<file path="src/rtl/bisection_pkg.sv">
// Shared definitions for the bisection search block.
// Holds the FSM state encoding and the default parameter values.
package bisection_pkg;

    typedef enum logic [1:0] {
        S_IDLE,
        S_DRIVE,
        S_DONE,
        S_FAIL
    } state_e;

    localparam int DEF_BUS_WIDTH = 10;
    localparam int DEF_TOL       = 1;

endpackage

</file>
<file path="src/rtl/bisection_abs_err.sv">
// Signed difference (measured - desired) and its magnitude, both W+1 bits wide.
// Purely combinational; the magnitude always fits because both inputs are unsigned W-bit values.
module bisection_abs_err #(
    parameter int W = 10
) (
    input  logic [W-1:0]      meas_i,
    input  logic [W-1:0]      des_i,
    output logic signed [W:0] diff_o,
    output logic [W:0]        abs_o
);

    assign diff_o = $signed({1'b0, meas_i}) - $signed({1'b0, des_i});
    assign abs_o  = diff_o[W] ? $unsigned(-diff_o) : $unsigned(diff_o);

endmodule

</file>
<file path="src/rtl/bisection_search.sv">
// Bisection search driving a probe i_ref until the plant measurement matches the target.
// Optional stall detection is enabled by defining BISECTION_STALL_DET_EN.
module bisection_search
    import bisection_pkg::*;
#(
    parameter  int BUS_WIDTH = DEF_BUS_WIDTH,
    parameter  int TOL       = DEF_TOL,
    parameter  int MAX_ITER  = BUS_WIDTH + 2,
    parameter  int INVERT    = 0,
    localparam int IW        = $clog2(MAX_ITER + 1)
) (
    input  logic                 clk,
    input  logic                 rst,
    input  logic                 enable,
    input  logic                 start,
    input  logic                 ready,
    input  logic [BUS_WIDTH-1:0] q_desired,
    input  logic [BUS_WIDTH-1:0] q_measured,
    output logic [BUS_WIDTH-1:0] i_ref,
    output logic                 busy,
    output logic                 converged,
    output logic                 went_unstable,
    output logic                 fail,
    output logic [IW-1:0]        iter_count
);

    localparam int W = BUS_WIDTH;
    localparam logic [W-1:0] B_INIT = '1;
    localparam logic [W-1:0] MID0   = B_INIT >> 1;
    localparam logic [W:0]   TOL_V  = (W + 1)'(TOL);

    state_e        state_q;
    logic [W-1:0]  a_q, b_q, i_ref_q, qd_q;
    logic [IW-1:0] iter_q;
    logic          conv_q, fail_q;

    logic signed [W:0] diff;
    logic [W:0]        err;

    bisection_abs_err #(.W(W)) u_abs_err (
        .meas_i (q_measured),
        .des_i  (qd_q),
        .diff_o (diff),
        .abs_o  (err)
    );

    logic          accept, drv_rdy, hit, go_up, empty, out_of_iter, stall;
    logic [W:0]    a_up, b_dn;
    logic [W-1:0]  a_nx, b_nx, mid_nx;
    logic [IW-1:0] iter_nx;

    assign accept  = enable && start && (state_q != S_DRIVE);
    assign drv_rdy = enable && !start_acc_block() && (state_q == S_DRIVE) && ready;
    assign hit     = err < TOL_V;
    assign go_up   = (diff < 0) ^ (INVERT != 0);
    assign a_up    = {1'b0, i_ref_q} + 1'b1;
    assign b_dn    = {1'b0, i_ref_q} - 1'b1;
    assign empty   = go_up ? (a_up > {1'b0, b_q})
                           : (b_dn[W] || ({1'b0, a_q} > b_dn));
    assign a_nx    = go_up ? a_up[W-1:0] : a_q;
    assign b_nx    = go_up ? b_q : b_dn[W-1:0];
    assign mid_nx  = a_nx + ((b_nx - a_nx) >> 1);
    assign iter_nx = iter_q + 1'b1;
    assign out_of_iter = (iter_nx == IW'(MAX_ITER));

    // start is never accepted in DRIVE, so it never masks a ready there
    function automatic logic start_acc_block();
        return 1'b0;
    endfunction

`ifdef BISECTION_STALL_DET_EN
    logic [W:0] h0_q, h1_q;
    logic [1:0] hv_q;
    logic       unst_q;

    assign stall = hv_q[0] && hv_q[1] && (err == h0_q) && (err == h1_q);

    // Error history: current err plus the two previous ones form the stall window
    always_ff @(posedge clk) begin
        if (rst || !enable || accept) begin
            h0_q   <= '0;
            h1_q   <= '0;
            hv_q   <= '0;
            unst_q <= 1'b0;
        end else if (drv_rdy) begin
            h1_q <= h0_q;
            h0_q <= err;
            hv_q <= {hv_q[0], 1'b1};
            if (!hit && stall)
                unst_q <= 1'b1;
        end
    end

    assign went_unstable = unst_q;
`else
    assign stall         = 1'b0;
    assign went_unstable = 1'b0;
`endif

    // Search FSM: interval bounds, probe, iteration count and result flags
    always_ff @(posedge clk) begin
        if (rst) begin
            state_q <= S_IDLE;
            a_q     <= '0;
            b_q     <= B_INIT;
            i_ref_q <= MID0;
            qd_q    <= '0;
            iter_q  <= '0;
            conv_q  <= 1'b0;
            fail_q  <= 1'b0;
        end else if (!enable) begin
            state_q <= S_IDLE;
            conv_q  <= 1'b0;
            fail_q  <= 1'b0;
        end else if (accept) begin
            state_q <= S_DRIVE;
            a_q     <= '0;
            b_q     <= B_INIT;
            i_ref_q <= MID0;
            qd_q    <= q_desired;
            iter_q  <= '0;
            conv_q  <= 1'b0;
            fail_q  <= 1'b0;
        end else if (drv_rdy) begin
            iter_q <= iter_nx;
            if (hit) begin
                state_q <= S_DONE;
                conv_q  <= 1'b1;
            end else if (stall || empty || out_of_iter) begin
                state_q <= S_FAIL;
                fail_q  <= 1'b1;
            end else begin
                a_q     <= a_nx;
                b_q     <= b_nx;
                i_ref_q <= mid_nx;
            end
        end
    end

    assign i_ref      = i_ref_q;
    assign busy       = (state_q == S_DRIVE);
    assign converged  = conv_q;
    assign fail       = fail_q;
    assign iter_count = iter_q;

endmodule

</file>
<file path="config.mk">
export PLATFORM = sky130hd
export DESIGN_NAME = bisection_search
export DESIGN_NICKNAME = d
export VERILOG_FILES = /design/src/rtl/bisection_pkg.sv /design/src/rtl/bisection_abs_err.sv /design/src/rtl/bisection_search.sv
export SDC_FILE = /design/constraint.sdc
export NUM_CORES = 1
export LEC_CHECK = 0
export CAP_MARGIN = 15
export CORE_ASPECT_RATIO = 1.2
export CORE_MARGIN = 2
export CORE_UTILIZATION = 53
export DETAILED_ROUTE_END_ITERATION = 8
export PLACE_DENSITY = 0.8
export SLEW_MARGIN = 20
export SYNTH_ARGS = -nofsm -noshare
export SYNTH_HDL_FRONTEND = slang
export SYNTH_SLANG_ARGS = --single-unit
</file>
<file path="constraint.sdc">
create_clock -name clk -period 6.1 [get_ports clk]
set_clock_uncertainty 0.15 [all_clocks]
set_input_delay 0.915 -clock clk [delete_from_list [all_inputs] [get_ports clk]]
set_output_delay 0.915 -clock clk [all_outputs]
set_load 0.03 [all_outputs]
</file>
# Word-level counts from Yosys, hierarchy flattened
# Index checks and enable logic that the tools add are counted.
# totals
reg_bits	48
inputBits	25
out_inout_bits	18
word_cells	67
# classes
addsub	7
order_cmp	4
eq_ne	5
mux	22
bitwise_logic	2
reduce_logical	18
# ops
op	count
2-to-1 mux 10 bit	14
< comparator 11 x 1 -> 1 bit (second input constant)	2
adder 10 x 1 -> 11 bit (second input constant)	1
> comparator 10 x 11 -> 1 bit	1
> comparator 11 x 10 -> 1 bit	1
2-to-1 mux 11 bit	1
negation 11 bit	1
subtractor 10 x 1 -> 11 bit (second input constant)	1
subtractor 10 x 10 -> 11 bit	1
adder 10 x 9 -> 10 bit	1
AND reduction 2 bit	5
subtractor 10 bit	1
2-to-1 mux 4 bit	2
adder 4 x 1 -> 4 bit (second input constant)	1
== test 4 bit (second input constant)	1
logical AND 1 bit	4
2-to-1 mux 2 bit	2
!= test 2 bit (second input constant)	2
AND reduction 4 bit	1
nonzero test 2 bit	2
2-to-1 mux 1 bit	3
AND reduction 3 bit	1
nonzero test 3 bit	1
OR reduction 3 bit	1
other kinds (5)	7

# Depth between registers and ports, before layout
# depth
depth_word	9
ltp_mapped	30
mapped_depth_nobuf	28

# Modules after synthesis
# Synthesis repeated with hierarchy kept, for this count alone.
# hier_totals
cells_unflattened	591
area_unflattened_um2	4531.8
# by_module_without_submodules
module	n_inst	cells_each	area_each_um2	seq_area_each_um2
bisection_search	1	475	3743.6	960.9
bisection_abs_err	1	116	788.3	0.0

# Worst setup path after synthesis
# No wires, ideal clock.
# synth_path
kind	input to register
start	input port q_measured[0]
end	register i_ref_q[9] (netlist: i_ref[9])
setup_time_ns	0.120
arrival_time_ns	5.509
required_ns	5.830
path_slack_ns	0.320
cell_stages	27
path_buffers	2
cell_sequence	inv_1 ha_1 inv_1 fa_1 a21o_2 nand4_1 a21o_2 nand2_2 buf_6 clkbuf_1 o31a_2 fa_1 a31oi_1 o21ai_0 a2bb2oi_1 nor2_2 o21bai_1 a21o_1 xor2_1 ha_1 a21o_1 nor2_1 o2bb2ai_1 a31oi_4 a31oi_1 xnor2_1 o31ai_2
# synth_via
elab_chain_len	9
word_cells_on_any_way	18
classes_between	4 x add/sub; 2 x order compare; 2 x eq/ne; 8 x mux; 2 x reduce/logical
# synth_lines
item	line	text
start, declared	bisection_search.sv:18	input logic [BUS_WIDTH-1:0] q_measured,
subtractor 10 x 10 -> 11 bit (*)	bisection_abs_err.sv:12	assign diff_o = $signed({1'b0, meas_i}) - $signed({1'b0, des_i});
< comparator 11 x 1 -> 1 bit	bisection_search.sv:55	assign go_up = (diff < 0) ^ (INVERT != 0);
2-to-1 mux 10 bit, on equally long branches	bisection_search.sv:61, bisection_search.sv:60	
subtractor 10 bit	bisection_search.sv:62	assign mid_nx = a_nx + ((b_nx - a_nx) >> 1);
adder 10 x 9 -> 10 bit	bisection_search.sv:62	
2-to-1 mux 10 bit	bisection_search.sv:129	end else if (stall || empty || out_of_iter) begin
2-to-1 mux 10 bit	bisection_search.sv:126	if (hit) begin
2-to-1 mux 10 bit	bisection_search.sv:124	end else if (drv_rdy) begin
2-to-1 mux 10 bit	bisection_search.sv:115	end else if (accept) begin
end signal, assigned	bisection_search.sv:135	i_ref_q <= mid_nx;
end, declared	bisection_search.sv:33	logic [W-1:0] a_q, b_q, i_ref_q, qd_q;
# Mark *: on every way between the ends. The rest lies on a longest branch, timed or not. The select of a mux whose other input is x is not followed.
# A chain may end at the register's enable or synchronous reset.

# Worst setup path in the final report
# Ends and elaborated chain as after synthesis.

==> flow_summary.ini <==
[global_routing]
gr-total-overflow = 0
grt_pass1_wl_um = 20700
grt_max_degree = 49
grt_pass1_vias = 4382
antenna_found_initial = 0
track_usage_pct = 26.1

[layout]
areaGrowthSynthToFinish_pct = 13.9
nNetsFinal = 713
mostFrequentLayoutCell = nand2_1
n_fill_cell = 791
multi_input_area_mm2 = 0.00339
final_layout_size_suffix_gt1_share_pct = 9.42
layout_common_cells = 60 x nand2_1, 59 x a21oi_1, 48 x dfxtp_1
post-route-util_pct = 62.2
regArea_um2 = 961
n_antenna_cell = 0

[sta]
fmax_ghz = 0.172
postLayoutSetupSlackWorst_ns = 0.286
slew_headroom_pct = 31.8
worst_pin_slew_ns = 1.02
period_share_pct = 95.3
setup_tns_ns = 0
drv_slew = 0
setup_viol = 0
period_minus_slack_ns = 5.81
hold_viol = 0

[floorplan]
ioPinCount = 43
die_w_um = 89.7
fp-row-count = 37
fp.dieH_um = 107
core-area_mm2 = 0.00856
dieArea_mm2 = 0.00959
initial_utilization_pct = 54.6

[route]
wire_per_inst_um = 16.5
remaining_drc_errors = 0
vias = 4378
drt_iter0_markers = 246
drt_wl_total_um = 12500
postRouteAntennaNets = 0
vias_per_cell = 5.81
first_pass_iters = 4

[logic_synthesis]
async_flop_share_pct = 0
synth_edf_count = 0
ys_top_cells_by_area = dfxtp_1 21%, ha_1 13%, a21oi_1 6.4%
post-synth-top-area-fraction_pct = 20.6
synthCells = 599
synth_cell_types = 76
synth_nets = 676
ys_ff_latch = 48
yosysSeqAreaShare_pct = 20.6
synth_top_flop_cell = dfxtp_1
syn_avg_cell_area_um2 = 7.80
syn_area_mm2 = 0.00467
synth_area_leader_cell = dfxtp_1
synth_warnings = 0

[worst_setup_path]
worstSetupStartpointType = input pin
end_kind = flip-flop
critPathSlowestCell = clkdlybuf4s50_1
crit_type = in -> reg
crit_required_ns = 6.19
cp_max_fo = 11
cp.arrival_ns = 5.91
slowest_delay_ns = 0.40

[clocking]
cts_tree = built
ctsHtreeMaxLevel = 2
cts.sinks = 48
max-clock-path-buffers = 2
holdBufCountCts = 0
tritoncts.num_buffers = 5
root_buffer = clkbuf_8
clk_latency_ns = 0.32
clk_pin_slew_ns = 0.10

[power_and_ir_drop]
p_per_area_mw_per_mm2 = 153
p_total_uw = 814
comb_power_share_pct = 29.1
p_sw_uw = 261
ir_drop_mv = 0.120
pwr-share-clk_pct = 31.5
p_int_uw = 553
switching_share_pct = 32.1
pwr-share-seq_pct = 39.5
p_leak_nw = 2.32

[run]
drv_cap = 0

[run_status]
status = complete, no violations

[placed_design]
dp_slack_ns = -0.145
place_congestion = 0.925
dp_hpwl_um = 9380
port-buffer-count = 41

[worst_hold_path]
hp-class = reg -> reg
[state kept, by name (all words and copies together) (netlist names)]
signal	count
state_q	2
qd_q	10
iter_count	4
fail	1
converged	1
b_q	10
i_ref	10
a_q	10
[final timing paths]
| path | startpoint | endpoint | slack [ns] | cells after the start |
|---|---|---|---|---|
| worst max-delay path | q_measured[0] | i_ref[9]$_SDFFE_PP0P_ | 0.29 | 27 |
| worst min register to register | converged$_SDFFE_PP0P_ | converged$_SDFFE_PP0P_ | 0.30 | 2 |
| worst max register to register | qd_q[0]$_SDFFE_PP0P_ | i_ref[9]$_SDFFE_PP0P_ | 0.97 | 25 |
| worst min-delay path | converged$_SDFFE_PP0P_ | converged$_SDFFE_PP0P_ | 0.30 | 2 |
[power by group through the flow]
| stage | sequential [mW] | clock, mW | combinational (mW) |
|---|---|---|---|
| 5_1_grt | 0.322 | 0.269 | 0.262 |
| 3_5_place_dp | 0.329 | 0 | 0.227 |
| 3_3_place_gp | 0.328 | 0 | 0.222 |
| 4_1_cts | 0.321 | 0.260 | 0.228 |
| 6_report | 0.321 | 0.256 | 0.237 |
| 2_1_floorplan | 0.328 | 0 | 0.165 |
[repair_timing]
item,CTS,global route
setup endpoints to repair,0,4
gates resized for setup,0,9
buffers inserted,0,2
[through the flow]
stage | area (µm²) | std cells | hold slack, ns
4_1_cts | 5280 | 752 | 0.303
3_5_place_dp | 5160 | 744 | 0.288
5_1_grt | 5330 | 754 | 0.327
2_1_floorplan | 4670 | 599 | 0.286
6_report | 5330 | 754 | 0.300
3_3_place_gp | 5160 | 744 | 0.291
[logic make-up after synthesis]
| family | Yosys count | synth area share (%) |
|---|---|---|
| other | 1 | 0.0802 |
| adder cells (fa/ha/maj) | 54 | 14.9 |
| buffers and inverters | 73 | 7.79 |
| flip-flops | 48 | 20.6 |
| XOR/XNOR | 41 | 8.17 |
| AND/OR/NAND/NOR | 205 | 21.6 |
| AO/OA/AOI/OAI | 156 | 22.4 |
| multiplexers | 21 | 4.58 |
[metal layers]
layer  vias to the layer above  track usage, %  part of all wire [%]
met5                         -               0                     0
met4                         0            9.67                   2.1
met3                        22            3.65                   4.0
met2                        92            50.0                    53
met1                      2079            29.4                    41
li1                       2185               -                     -
[area by class of cell]
cell class | instances | share of cell area [%]
clock buffer | 6 | 1.55
clock inverter | 2 | 0.728
inverter | 45 | 3.17
multi-input combinational | 478 | 63.7
sequential | 48 | 18.0
tap | 117 | 2.75
timing repair buffer | 58 | 10.0
[synthesized netlist by cell type (4+ instances only)]
library cell and n:
nor4_1 4, nor2_1 45, a21o_2 4, ha_1 49
nand2b_1 14, o21bai_1 4, mux2i_1 18, o211ai_1 10
or2_2 4, nand2_1 60, a21oi_1 60, xnor2_1 25
buf_6 4, xor2_1 13, nor2b_1 9, nor3_1 8
a31oi_1 4, dfxtp_1 48, o21a_1 8, inv_1 45
nand3_1 25, and3_1 7, o21ai_0 18, a21o_1 9
clkbuf_1 14, nand4_1 6
[critical path, delay by kind of cell]
family	cells	cell delay, ns
AOI/OAI and AO/OA	12	2.06
adders and majority gates	4	1.30
and+or+nand+nor	5	0.61
buffers and inverters	3	0.51
xor gates and xnor gates	2	0.29
muxes	1	0.21
Note: power is estimated with default switching activity, not from simulation.
